<file path="src/rtl/bkm_result_buffer_pkg.sv">
// Shared definitions for the BKM result buffer: flag layout and default sizing.
package bkm_result_buffer_pkg;

    localparam int FSIZE = 5;

    localparam int FLAG_INVALID   = 0;
    localparam int FLAG_DIVZERO   = 1;
    localparam int FLAG_OVERFLOW  = 2;
    localparam int FLAG_UNDERFLOW = 3;
    localparam int FLAG_INEXACT   = 4;

    localparam int BKM_RB_DEPTH = 2;
    localparam int BKM_RB_W     = 64;

    function automatic int rb_entry_width(input int w);
        return 2 * w + FSIZE;
    endfunction

endpackage

</file>
<file path="src/rtl/bkm_fifo_mem.sv">
// Result storage: DEPTH x DW register array, one write port, combinational read port.
module bkm_fifo_mem #(
    parameter int DEPTH = 2,
    parameter int AW    = 1,
    parameter int DW    = 133
) (
    input  logic          clk,
    input  logic          wr_en,
    input  logic [AW-1:0] wr_addr,
    input  logic [DW-1:0] wr_data,
    input  logic [AW-1:0] rd_addr,
    output logic [DW-1:0] rd_data
);

    // No reset: contents are only observable once the pointers say they are valid.
    logic [DW-1:0] mem [DEPTH];

    always_ff @(posedge clk) begin
        if (wr_en) begin
            mem[wr_addr] <= wr_data;
        end
    end

    assign rd_data = mem[rd_addr];

endmodule

</file>
<file path="src/rtl/bkm_result_buffer.sv">
// Small FIFO between the BKM iteration stage and the FPU output port, with
// valid/ready presentation, sticky drop flag and occupancy count.
module bkm_result_buffer
    import bkm_result_buffer_pkg::*;
#(
    parameter int W     = BKM_RB_W,
    parameter int DEPTH = BKM_RB_DEPTH,
    parameter int LOG2D = 1
) (
    input  logic             clk,
    input  logic             arst,
    input  logic             srst,
    input  logic             enable,
    input  logic             done_in,
    input  logic [W-1:0]     X_in,
    input  logic [W-1:0]     Y_in,
    input  logic [FSIZE-1:0] flags_in,
    output logic             in_ready,
    output logic             out_valid,
    input  logic             out_ready,
    output logic [W-1:0]     X_out,
    output logic [W-1:0]     Y_out,
    output logic [FSIZE-1:0] flags_out,
    output logic [LOG2D:0]   count,
    output logic             overflow
);

    localparam int             EW        = 2 * W + FSIZE;
    localparam logic [LOG2D:0] FULL_CNT  = (LOG2D + 1)'(DEPTH);
    localparam logic [LOG2D:0] CNT_ONE   = (LOG2D + 1)'(1);
    localparam logic [LOG2D-1:0] PTR_ONE = LOG2D'(1);

    logic [LOG2D-1:0] wr_ptr_reg, wr_ptr_next;
    logic [LOG2D-1:0] rd_ptr_reg, rd_ptr_next;
    logic [LOG2D:0]   count_reg, count_next;
    logic             overflow_reg, overflow_next;

    logic             is_full, is_empty;
    logic             push, pop, drop;
    logic [EW-1:0]    wr_data, rd_data;

    assign is_full  = (count_reg == FULL_CNT);
    assign is_empty = (count_reg == '0);

    // A full buffer can still accept a result if the head leaves in the same cycle.
    assign pop  = enable & ~is_empty & out_ready;
    assign push = enable & done_in & (~is_full | pop);
    assign drop = enable & done_in & is_full & ~pop;

    always_comb begin
        wr_ptr_next   = wr_ptr_reg;
        rd_ptr_next   = rd_ptr_reg;
        count_next    = count_reg;
        overflow_next = overflow_reg | drop;
        if (push) begin
            wr_ptr_next = wr_ptr_reg + PTR_ONE;
        end
        if (pop) begin
            rd_ptr_next = rd_ptr_reg + PTR_ONE;
        end
        case ({push, pop})
            2'b10:   count_next = count_reg + CNT_ONE;
            2'b01:   count_next = count_reg - CNT_ONE;
            default: count_next = count_reg;
        endcase
    end

    always_ff @(posedge clk or posedge arst) begin
        if (arst) begin
            wr_ptr_reg   <= '0;
            rd_ptr_reg   <= '0;
            count_reg    <= '0;
            overflow_reg <= 1'b0;
        end else if (srst) begin
            wr_ptr_reg   <= '0;
            rd_ptr_reg   <= '0;
            count_reg    <= '0;
            overflow_reg <= 1'b0;
        end else if (enable) begin
            wr_ptr_reg   <= wr_ptr_next;
            rd_ptr_reg   <= rd_ptr_next;
            count_reg    <= count_next;
            overflow_reg <= overflow_next;
        end
    end

    assign wr_data = {X_in, Y_in, flags_in};

    bkm_fifo_mem #(
        .DEPTH (DEPTH),
        .AW    (LOG2D),
        .DW    (EW)
    ) u_mem (
        .clk     (clk),
        .wr_en   (push & ~srst),
        .wr_addr (wr_ptr_reg),
        .wr_data (wr_data),
        .rd_addr (rd_ptr_reg),
        .rd_data (rd_data)
    );

    // Outputs depend only on registered state, never on done_in or out_ready.
    assign out_valid = ~is_empty;
    assign in_ready  = ~is_full;
    assign count     = count_reg;
    assign overflow  = overflow_reg;
    assign X_out     = is_empty ? '0 : rd_data[EW-1 -: W];
    assign Y_out     = is_empty ? '0 : rd_data[FSIZE +: W];
    assign flags_out = is_empty ? '0 : rd_data[FSIZE-1:0];

endmodule
</file>
<file path="config.mk">
export PLATFORM = sky130hd
export DESIGN_NAME = bkm_result_buffer
export DESIGN_NICKNAME = d
export VERILOG_FILES = /design/src/rtl/bkm_result_buffer_pkg.sv /design/src/rtl/bkm_fifo_mem.sv /design/src/rtl/bkm_result_buffer.sv
export SDC_FILE = /design/constraint.sdc
export NUM_CORES = 1
export LEC_CHECK = 0
export BUFFER_PORTS_ARGS = -buffer_cell sky130_fd_sc_hd__buf_4
export CAP_MARGIN = 20
export CORE_MARGIN = 10
export CORE_UTILIZATION = 50
export CTS_BUF_LIST = sky130_fd_sc_hd__clkbuf_4 sky130_fd_sc_hd__clkbuf_8
export CTS_CLUSTER_DIAMETER = 120
export DETAILED_ROUTE_END_ITERATION = 7
export PLACE_DENSITY_LB_ADDON = 0.2
export SETUP_SLACK_MARGIN = 0.02
export SLEW_MARGIN = 20
export SYNTH_ARGS = -nofsm -noshare
export SYNTH_HDL_FRONTEND = slang
export SYNTH_SLANG_ARGS = --single-unit
</file>
<file path="constraint.sdc">
create_clock -name clk -period 14.57 [get_ports clk]
set_clock_uncertainty 0.05 [all_clocks]
set_input_delay 1.457 -clock clk [delete_from_list [all_inputs] [get_ports clk]]
set_output_delay 1.457 -clock clk [all_outputs]
set_load 0.05 [all_outputs]
</file>
==> results of run 1 <==
==> power groups by stage <==
stage	Clock, uW	Sequential (uW)	Combinational, uW
after floorplan	0	901	114
after global placement	0	896	190
after detailed placement	0	897	194
after CTS	595	881	194
after global routing	632	882	203
final	578	881	192
==> layer usage <==
| metal | vias up | part of all wire [%] | GRT usage (%) |
|---|---|---|---|
| li1 | 2817 | - | - |
| met1 | 2858 | 39 | 19.5 |
| met2 | 247 | 50 | 28.6 |
| met3 | 39 | 9.2 | 5.99 |
| met4 | 0 | 2.2 | 6.46 |
| met5 | - | 0 | 0 |
==> cell families after synthesis <==
family	share of synthesized area (%)
buffers and inverters	1.86
muxes	13.0
and+or+nand+nor	5.65
DFF	78.7
AOI/OAI and AO/OA	0.717
==> critical path, delay by kind of cell, from the launching register on <==
kind / cells / cell delay, ns
flops: 1 / 0.49
simple gates: 2 / 0.31
buf+inv: 3 / 1.47
==> layout make-up <==
cell class / instances / area, sq um / area share [%]
clock inverters: 16 / 70.1 / 0.523
well taps: 270 / 338 / 2.52
clock buffers: 56 / 702 / 5.24
flip-flops and latches: 271 / 8120 / 60.6
multi-input cells: 291 / 2010 / 15.0
inverters: 3 / 11.3 / 0.0841
diodes: 1 / 2.50 / 0.0187
repair buffers: 285 / 2140 / 16.0
==> per-stage QoR <==
stage | std cells | cell area (sq um) | hold WS [ns] | util (%) | setup WS [ns]
2_1_floorplan | 595 | 10300 | 0.552 | - | 2.37
3_3_place_gp | 1120 | 12600 | 0.512 | 62.4 | 10.81
3_5_place_dp | 1120 | 12600 | 0.519 | 62.4 | 10.71
4_1_cts | 1192 | 13400 | 0.534 | 66.2 | 10.14
5_1_grt | 1192 | 13400 | 0.574 | 66.2 | 9.95
6_report | 1193 | 13400 | 0.544 | 66.2 | 10.19
==> synthesized netlist by cell type, types with 2 or more instances <==
library cell,count
and3b_1,2
buf_6,3
buf_2,9
edfxtp_1,266
buf_4,9
dfrtp_1,5
a21oi_1,2
clkbuf_1,8
o21ai_1,3
inv_1,3
nor2b_1,2
nor2_1,136
mux2i_1,133
==> final timing paths <==
kind,to,cells past startpoint,from
min in group asynchronous,wr_ptr_reg$_DFFE_PP0P_,2,arst
hold / removal,overflow$_DFFE_PP0P_,2,overflow$_DFFE_PP0P_
setup reg to reg,u_mem.mem[1][52]$_DFFE_PP_,5,count[1]$_DFFE_PP0P_
setup / recovery,Y_out[12],5,count[1]$_DFFE_PP0P_
max in group asynchronous,rd_ptr_reg$_DFFE_PP0P_,2,arst
hold reg to reg,overflow$_DFFE_PP0P_,2,overflow$_DFFE_PP0P_
==> placed cells by master (no fill, tap or decap) <==
cell type   instances
a2111oi_2           1
a211oi_1            1
a21oi_1             2
a31oi_1             1
and3_1              1
and3b_1             2
buf_4             285
clkbuf_4           11
clkbuf_8           45
clkinv_1           10
clkinv_2            5
clkinvlp_4          1
dfrtp_1             4
dfrtp_4             1
diode_2             1
edfxtp_1          266
inv_1               3
mux2_1              1
mux2i_1           133
nand2_1             1
nand2b_1            1
nor2_1            136
nor2_4              1
nor2b_1             2
nor3_2              1
nor3b_2             1
o211ai_1            1
o211ai_2            1
o21ai_1             3
or3_1               1
==> run_results.csv, run 1 <==
group,metric,value,unit
floorplanning,die_x,164,microns
power_and_ir_drop,clock_power_share,35.0,%
sta,hold_viol,0,
worst_setup_path,cp_common_cell,"buf_4",
finish,fillerInstances,1429,
synthesis,netlist.area_leader.share,77.5,%
global_route,grt_overflow_total,0,
power_and_ir_drop,intPower,1250,uW
route,antenna_left,0,
status,outcome,"finished, final reports clean",
sta,setup_viol,0,
synthesis,postSynthCellCount,595,
route,routed-via-count,5961,
sta,worstMarginPinSlew,1.08,ns
worst_setup_path,critical_path.max_fanout,72,
clock_tree,cts_tree,"done",
finish,largest_reg_flops,266,
floorplanning,coreArea,0.0202,sq mm
sta,max-slew-margin-rel,28.1,%
worst_setup_path,required,13.06,ns
clock_tree,cts_root_buf,"clkbuf_8",
clock_tree,clock_latency,0.52,ns
global_route,antenna_found_initial,1,
sta,period_needed,4.38,ns
synthesis,synth_nets,734,
sta,rsz0062_at_grt,"no",
synthesis,synth_cell_type_count,27,
worst_setup_path,worstSetupPathType,"flop to output pin",
synthesis,synth_edf_count,266,
finish,nets,1035,
floorplanning,die_y,164,microns
sta,period_share,30.0,%
global_route,grt_use_total,17.0,%
sta,finalSetupTns,0,ns
power_and_ir_drop,power,1650,uW
worst_setup_path,crit_path_start_kind,"flop",
finish,syn2layout_area_growth,30.0,%
synthesis,synthFlopType,"edfxtp_1",
global_route,grt_pass1_vias,6666,
synthesis,syn_avg_cell_area,17.3,sq um
synthesis,ys_seq_area_share,78.7,%
route,vias_per_cell,5.00,
route,routed_wl,23700,microns
clock_tree,postCtsHoldBufs,0,
synthesis,yosysWarnings,0,
synthesis,synth_area_leaders,"edfxtp_1 (78%), mux2i_1 (13%), nor2_1 (5.0%), dfrtp_1 (1.2%), buf_4 (0.66%)",
synthesis,synth_seq_cells,271,
power_and_ir_drop,power_leakage,0.00490,uW
power_and_ir_drop,p_sw_share,24.1,%
sta,clock.fmax,229,MHz
power_and_ir_drop,net-switching-power,398,uW
worst_setup_path,path_cells,"nor2_4 -> buf_4 -> buf_4 -> nor2_1 -> buf_4",
synthesis,async_reset_ff_share,1.85,%
clock_tree,clock_sinks,271,
clock_tree,cts_max_level,2,
global_route,grt_pass1_wl,35600,microns
worst_setup_path,endpoint_kind,"output pin",
finish,drive_gt1_share,38.3,%
floorplanning,rows,52,
route,drtIter0Drc,370,
worst_setup_path,crit_path_max_incr_delay,0.70,ns
synthesis,synth_area,0.0103,sq mm
global_route,grt_max_degree,73,
sta,finalMaxSlewViolations,0,
power_and_ir_drop,p_per_area,123,mW/mm^2
route,drtPass1Iterations,4,
power_and_ir_drop,power_frac_comb,11.6,%
worst_setup_path,r2r_slack,11.82,ns
power_and_ir_drop,seqPwrFrac,53.4,%
floorplanning,die-area,0.0267,sq mm
worst_setup_path,cp.arrival,2.87,ns
synthesis,post-synth-top-area-cell,"edfxtp_1",
power_and_ir_drop,ir_drop,0.0790,mV
floorplanning,io_pins,277,
flow_run,cap_violations,0,
place,io_buffer_count,276,
place,gp_congestion,0.789,
clock_tree,cts.clk_slew.worst_paths,0.05,ns
floorplanning,initial_utilization,50.9,%
clock_tree,numCtsBuffers,44,
route,wire_per_inst,19.8,microns
route,drcViolationCount,0,
worst_setup_path,worst_path_max_delay_cell,"buf_4",
clock_tree,ctsResizeCount,0,
clock_tree,cts_buffer_depth,3,
min_path,hold_path.class,"flop to flop",
clock_tree,cts_setup_buffers,0,
place,place_hpwl,16400,microns
Power figures use the tool's default switching activity.
==> run 2, diff against run 1 <==
==> constraint.sdc (replaced) <==
create_clock -name clk -period 4.2 [get_ports clk]
set_clock_uncertainty 0.05 [all_clocks]
set_input_delay 0.42 -clock clk [delete_from_list [all_inputs] [get_ports clk]]
set_output_delay 0.42 -clock clk [all_outputs]
set_load 0.05 [all_outputs]
==> run_results.csv, run 2 (same netlist as run 1, synthesis figures left out) <==
group,metric,value,unit
status,outcome,"finished, final reports clean",
floorplanning,io_pins,277,
power_and_ir_drop,net-switching-power,1430,uW
clock_tree,cts_max_level,2,
clock_tree,cts_buffer_depth,3,
global_route,grt_overflow_total,0,
sta,clock.fmax,342,MHz
finish,fin_cells,1268,
sta,finalSetupTns,0,ns
worst_setup_path,cp_common_cell,"buf_4",
floorplanning,initial_utilization,50.9,%
worst_setup_path,path_buf_inv,2,
worst_setup_path,endpoint_kind,"output pin",
route,drtIter0Drc,330,
global_route,grt_use_total,18.0,%
sta,period_needed,2.92,ns
global_route,grt_max_degree,72,
finish,layout_commonest_cell,"buf_4",
power_and_ir_drop,power_frac_comb,12.6,%
finish,final_cell_mix,"buf_4 (284), edfxtp_1 (266), nor2_1 (136)",
floorplanning,die_x,164,microns
min_path,hold_path.class,"input port to flop",
worst_setup_path,path_cells,"buf_4 -> mux2i_1 -> nor2_1 -> buf_4",
route,drtPass1Iterations,6,
clock_tree,cts.clk_slew.worst_paths,0.06,ns
finish,largest_reg_flops,266,
sta,period_share,69.6,%
worst_setup_path,required,3.73,ns
sta,max-slew-margin-rel,26.5,%
power_and_ir_drop,seqPwrFrac,52.5,%
clock_tree,clock_latency,0.53,ns
flow_run,cap_violations,0,
worst_setup_path,worst_path_max_delay_cell,"buf_4",
finish,syn2layout_area_growth,37.4,%
sta,hold_viol,0,
power_and_ir_drop,intPower,4380,uW
worst_setup_path,worstSetupPathType,"flop to output pin",
worst_setup_path,crit_path_max_incr_delay,0.81,ns
power_and_ir_drop,power,5810,uW
place,dp_cells,1122,
power_and_ir_drop,clock_power_share,34.9,%
sta,setup_viol,0,
power_and_ir_drop,p_per_area,410,mW/mm^2
route,wire_per_inst,19.6,microns
route,vias_per_cell,4.97,
route,drcViolationCount,0,
route,antenna_left,0,
floorplanning,die-area,0.0267,sq mm
worst_setup_path,cp.arrival,2.45,ns
route,routed_wl,24800,microns
clock_tree,numCtsBuffers,42,
clock_tree,clock_sinks,271,
finish,drive_gt1_share,35.7,%
clock_tree,cts_root_buf,"clkbuf_8",
place,gp_congestion,0.777,
power_and_ir_drop,p_sw_share,24.7,%
finish,finalCoreUtilization,70.0,%
sta,worstMarginPinSlew,1.10,ns
clock_tree,cts_tree,"done",
global_route,grt_pass1_wl,38000,microns
route,routed-via-count,6307,
place,io_buffer_count,276,
global_route,grt_pass1_vias,6922,
power_and_ir_drop,ir_drop,0.367,mV
floorplanning,die_y,164,microns
global_route,antenna_found_initial,1,
sta,worst_slack,1.28,ns
sta,finalMaxSlewViolations,0,
floorplanning,coreArea,0.0202,sq mm
place,pre_cts_ws,1.65,ns
worst_setup_path,critical_path.max_fanout,64,
sta,rsz0062_at_grt,"no",
worst_setup_path,worst_path_dominant_cell_family,"buffers and inverters",
finish,nets,1102,
floorplanning,rows,52,
place,place_hpwl,16400,microns
worst_setup_path,crit_path_start_kind,"flop",
power_and_ir_drop,power_leakage,0.00522,uW
==> run 2: changes by cell type in the layout (fill, tap and decap cells not counted), sizes merged <==
cell	previous run	this run
buf	285	288
dlygate4sd3	0	66
clkinvlp	1	0
clkbuf	56	54
clkinv	15	24
==> run 2: path summary, 6_finish.rpt <==
path	startpoint	endpoint	slack [ns]	cells after the start
max	rd_ptr_reg$_DFFE_PP0P_	flags_out[0]	1.28	4
min	Y_in[38]	u_mem.mem[0][43]$_DFFE_PP_	0.03	1
max reg2reg	count[0]$_DFFE_PP0P_	u_mem.mem[0][15]$_DFFE_PP_	2.05	4
min reg2reg	overflow$_DFFE_PP0P_	overflow$_DFFE_PP0P_	0.54	2
max in group asynchronous	arst	rd_ptr_reg$_DFFE_PP0P_	3.58	3
min in group asynchronous	arst	overflow$_DFFE_PP0P_	0.32	3
==> run 2: metal layers <==
metal / up-vias / part of all wire [%] / track usage (%)
met5: - / 0 / 0
met4: 0 / 2.1 / 6.26
met3: 38 / 9.3 / 6.27
met2: 265 / 49 / 29.7
met1: 3038 / 39 / 21.5
li1: 2966 / - / -
==> run 2: power groups by stage <==
stage	combinational [uW]	clock [uW]	sequential, uW
after CTS	736	2080	3050
after floorplan	399	0	3110
after global routing	773	2200	3060
after global placement	669	0	3110
after detailed placement	682	0	3110
final	731	2030	3050
==> run 2: final cells by class <==
cell class / instances / area (sq um)
Sequential cell: 271 / 8120
Fill cell: 1329 / 6070
Timing Repair Buffer: 354 / 2860
Multi-Input combinational cell: 291 / 2040
Clock buffer: 54 / 687
Tap cell: 270 / 338
Clock inverter: 24 / 96.3
Inverter: 3 / 11.3
Antenna cell: 1 / 2.50
==> run 2: metrics by stage <==
| stage | hold WS [ns] | cell area [sq um] |
|---|---|---|
| finish | 0.0325 | 14200 |
| global route | 0.00450 | 14200 |
| CTS | 0.000356 | 14100 |
| detailed placement | 0.305 | 12700 |
| global placement | 0.298 | 12700 |
| floorplan | 0.148 | 10300 |
==> run 2: repair_timing <==
item | 4_1_cts | 5_1_grt
gates resized for setup | 0 | 0
hold buffers | 66 | 0
setup buffers | 0 | 0
endpoints found under the hold margin | 123 | 0
==> run 3, diff against run 2 <==
--- a/config.mk
+++ b/config.mk
@@ -5,6 +5,7 @@
 export SDC_FILE = /design/constraint.sdc
 export NUM_CORES = 1
 export LEC_CHECK = 0
+export ABC_AREA = 1
 export BUFFER_PORTS_ARGS = -buffer_cell sky130_fd_sc_hd__buf_4
 export CAP_MARGIN = 20
 export CORE_MARGIN = 10
==> constraint.sdc (replaced) <==
create_clock -name clk -period 2.7 [get_ports clk]
set_clock_uncertainty 0.05 [all_clocks]
set_input_delay 0.27 -clock clk [delete_from_list [all_inputs] [get_ports clk]]
set_output_delay 0.27 -clock clk [all_outputs]
set_load 0.05 [all_outputs]
==> run_results.csv, run 3 <==
group,metric,value,unit
sta,clock.fmax,394,MHz
synthesis,synthFlopType,"edfxtp_1",
route,routed-via-count,7396,
min_path,hold_path.class,"input port to flop",
synthesis,synth_cell_type_count,19,
place,place_hpwl,16200,microns
finish,layout_commonest_cell,"nand2_1",
sta,hold_slack,0.150,ns
sta,hold_viol,0,
finish,nets,1320,
floorplanning,coreArea,0.0202,sq mm
clock_tree,numCtsBuffers,44,
worst_setup_path,r2r_slack,0.79,ns
route,wire_per_inst,18.6,microns
sta,setup_viol,0,
power_and_ir_drop,p_per_area,683,mW/mm^2
place,io_buffer_count,276,
route,drtPass1Iterations,5,
power_and_ir_drop,power_leakage,0.00585,uW
worst_setup_path,crit_path_start_kind,"flop",
flow_run,cap_violations,0,
floorplanning,die_y,163,microns
clock_tree,cts_setup_buffers,0,
power_and_ir_drop,power,10100,uW
worst_setup_path,reg2reg_from,"count[1]$_DFFE_PP0P_",
global_route,grt_overflow_total,0,
worst_setup_path,worstSetupPathType,"flop to output pin",
global_route,antenna_found_initial,2,
finish,regArea,0.00812,sq mm
place,pre_cts_ws,0.706,ns
floorplanning,rows,52,
route,vias_per_cell,4.98,
status,outcome,"finished, final reports clean",
sta,finalMaxSlewViolations,0,
synthesis,syn_avg_cell_area,13.5,sq um
worst_setup_path,worst_path_dominant_cell_family,"buffers and inverters",
worst_setup_path,crit_path_max_incr_delay,0.60,ns
sta,period_share,94.0,%
worst_setup_path,path_cells,"inv_4 -> buf_16 -> nand2_1 -> a21oi_1 -> buf_4",
sta,worstMarginPinSlew,0.592,ns
place,gp_congestion,0.771,
synthesis,synth_edf_count,266,
clock_tree,cts.clk_slew.worst_paths,0.06,ns
floorplanning,die_x,163,microns
sta,rsz0062_at_grt,"no",
place,postPlaceCellArea,0.0126,sq mm
worst_setup_path,required,2.38,ns
finish,finalCoreUtilization,73.3,%
floorplanning,io_pins,277,
synthesis,synth_nets,895,
clock_tree,clock_sinks,271,
clock_tree,cts_max_level,2,
finish,drive_gt1_share,30.0,%
floorplanning,initial_utilization,50.5,%
synthesis,synth_area_leaders,"edfxtp_1 (78%), nand2_1 (10%), a21oi_1 (6.6%), dfrtp_1 (1.2%), buf_2 (1.2%)",
global_route,grt_pass1_vias,7639,
synthesis,async_reset_ff_share,1.85,%
floorplanning,die-area,0.0265,sq mm
clock_tree,cts_tree,"done",
finish,final_cell_area,0.0148,sq mm
sta,worst_slack,0.161,ns
finish,syn2layout_area_growth,45.1,%
sta,period_needed,2.54,ns
global_route,grt_pass1_wl,41900,microns
finish,fillerInstances,1306,
power_and_ir_drop,ir_drop,0.443,mV
route,drtIter0Drc,593,
min_path,min_from,"enable",
worst_setup_path,crit_start,"rd_ptr_reg$_DFFE_PP0P_",
synthesis,synth_area,0.0102,sq mm
finish,largest_reg_flops,266,
route,routed_wl,27600,microns
worst_setup_path,path_buf_inv,3,
worst_setup_path,worst_path_max_delay_cell,"dfrtp_4",
synthesis,synth.most_common_cell,"nand2_1",
global_route,grt_use_total,19.9,%
clock_tree,cts_root_buf,"clkbuf_8",
clock_tree,cts_buffer_depth,3,
finish,final_cell_mix,"nand2_1 (279), buf_4 (278), edfxtp_1 (266)",
synthesis,netlist.area_leader.share,78.4,%
worst_setup_path,cp.arrival,2.22,ns
synthesis,synth_seq_cells,271,
synthesis,yosys-top-cells-count,"nand2_1 (279), edfxtp_1 (266), a21oi_1 (134)",
synthesis,post-synth-top-area-cell,"edfxtp_1",
synthesis,ys_seq_area_share,79.6,%
worst_setup_path,endpoint_kind,"output pin",
worst_setup_path,critical_path.max_fanout,88,
global_route,grt_max_degree,89,
route,drcViolationCount,0,
route,antenna_left,0,
finish,multi_input_area,0.00185,sq mm
clock_tree,clock_latency,0.53,ns
synthesis,postSynthCellCount,756,
synthesis,yosysWarnings,0,
sta,max-slew-margin-rel,60.6,%
[run 3: cell types whose count changed in the layout (fill, tap and decap cells not counted), moves of 4 or more]
| cell | change |
|---|---|
| buf_4 | -6 |
| dlygate4sd3_1 | +69 |
| nand2_1 | +278 |
| nor2_1 | -131 |
| buf_12 | +5 |
| nand3_1 | +4 |
| a21oi_1 | +132 |
| inv_1 | +4 |
| clkinv_1 | -7 |
| mux2i_1 | -133 |
[run 3: worst paths after layout]
check                                             end  depth (start not counted)
max                                         Y_out[38]                          5
min in group asynchronous        overflow$_DFFE_PP0P_                          3
max in group asynchronous      rd_ptr_reg$_DFFE_PP0P_                          3
min                            wr_ptr_reg$_DFFE_PP0P_                          6
min reg2reg                      overflow$_DFFE_PP0P_                          1
max reg2reg                u_mem.mem[0][86]$_DFFE_PP_                          5
[run 3: metrics by stage]
| step | setup TNS, ns | std cells |
|---|---|---|
| 3_5_place_dp | 0 | 1270 |
| 5_1_grt | 0 | 1484 |
| 4_1_cts | 0 | 1482 |
| 6_report | 0 | 1484 |
| 2_1_floorplan | -227.97 | 756 |
| 3_3_place_gp | 0 | 1270 |
[run 3: final cells by class]
class	count	share of cell area, %
antenna	2	0.0338
clock buffer	57	4.84
clock inverter	20	0.643
inverter	10	0.288
multi-input combinational	432	12.5
sequential	271	54.9
tap	270	2.28
timing repair buffer	422	24.5
[run 3: tightest hold or removal path, cell delays in order]
cell and delay (ns):
buf_4 0.09, nand2_1 0.07, inv_1 0.09, o21ai_2 0.06
nand3_1 0.05, o21ai_1 0.06
[run 3: kinds of logic (layout without fill, tap and decap cells)]
group | Yosys count | in the layout | share of synthesized area (%)
AND/OR/NAND/NOR | 294 | 294 | 11.0
flip-flops | 271 | 271 | 79.6
AO/OA/AOI/OAI | 138 | 138 | 6.80
buffers and inverters | 53 | 509 | 2.66
other | 0 | 2 | 0
[run 3: power breakdown]
part | total, uW | internal (uW) | switching, uW
Clock | 3280 | 1730 | 1550
Sequential | 4770 | 4730 | 39.2
Combinational | 2050 | 662 | 1390
[run 3: layer usage]
metal	track usage (%)	vias up	share of wire [%]	wire length, microns
met1	22.5	3527	36	10100
met4	8.48	0	3.1	844
met2	34.1	296	52	14400
li1	-	3516	-	-
met3	6.40	57	8.4	2310
met5	0	-	0	0
[run 3: repair_timing]
action / 4_1_cts / 5_1_grt
setup endpoints to repair: 0 / 1
hold endpoints to repair: 276 / 0
hold buffers: 135 / 0
gates resized for setup: 0 / 1
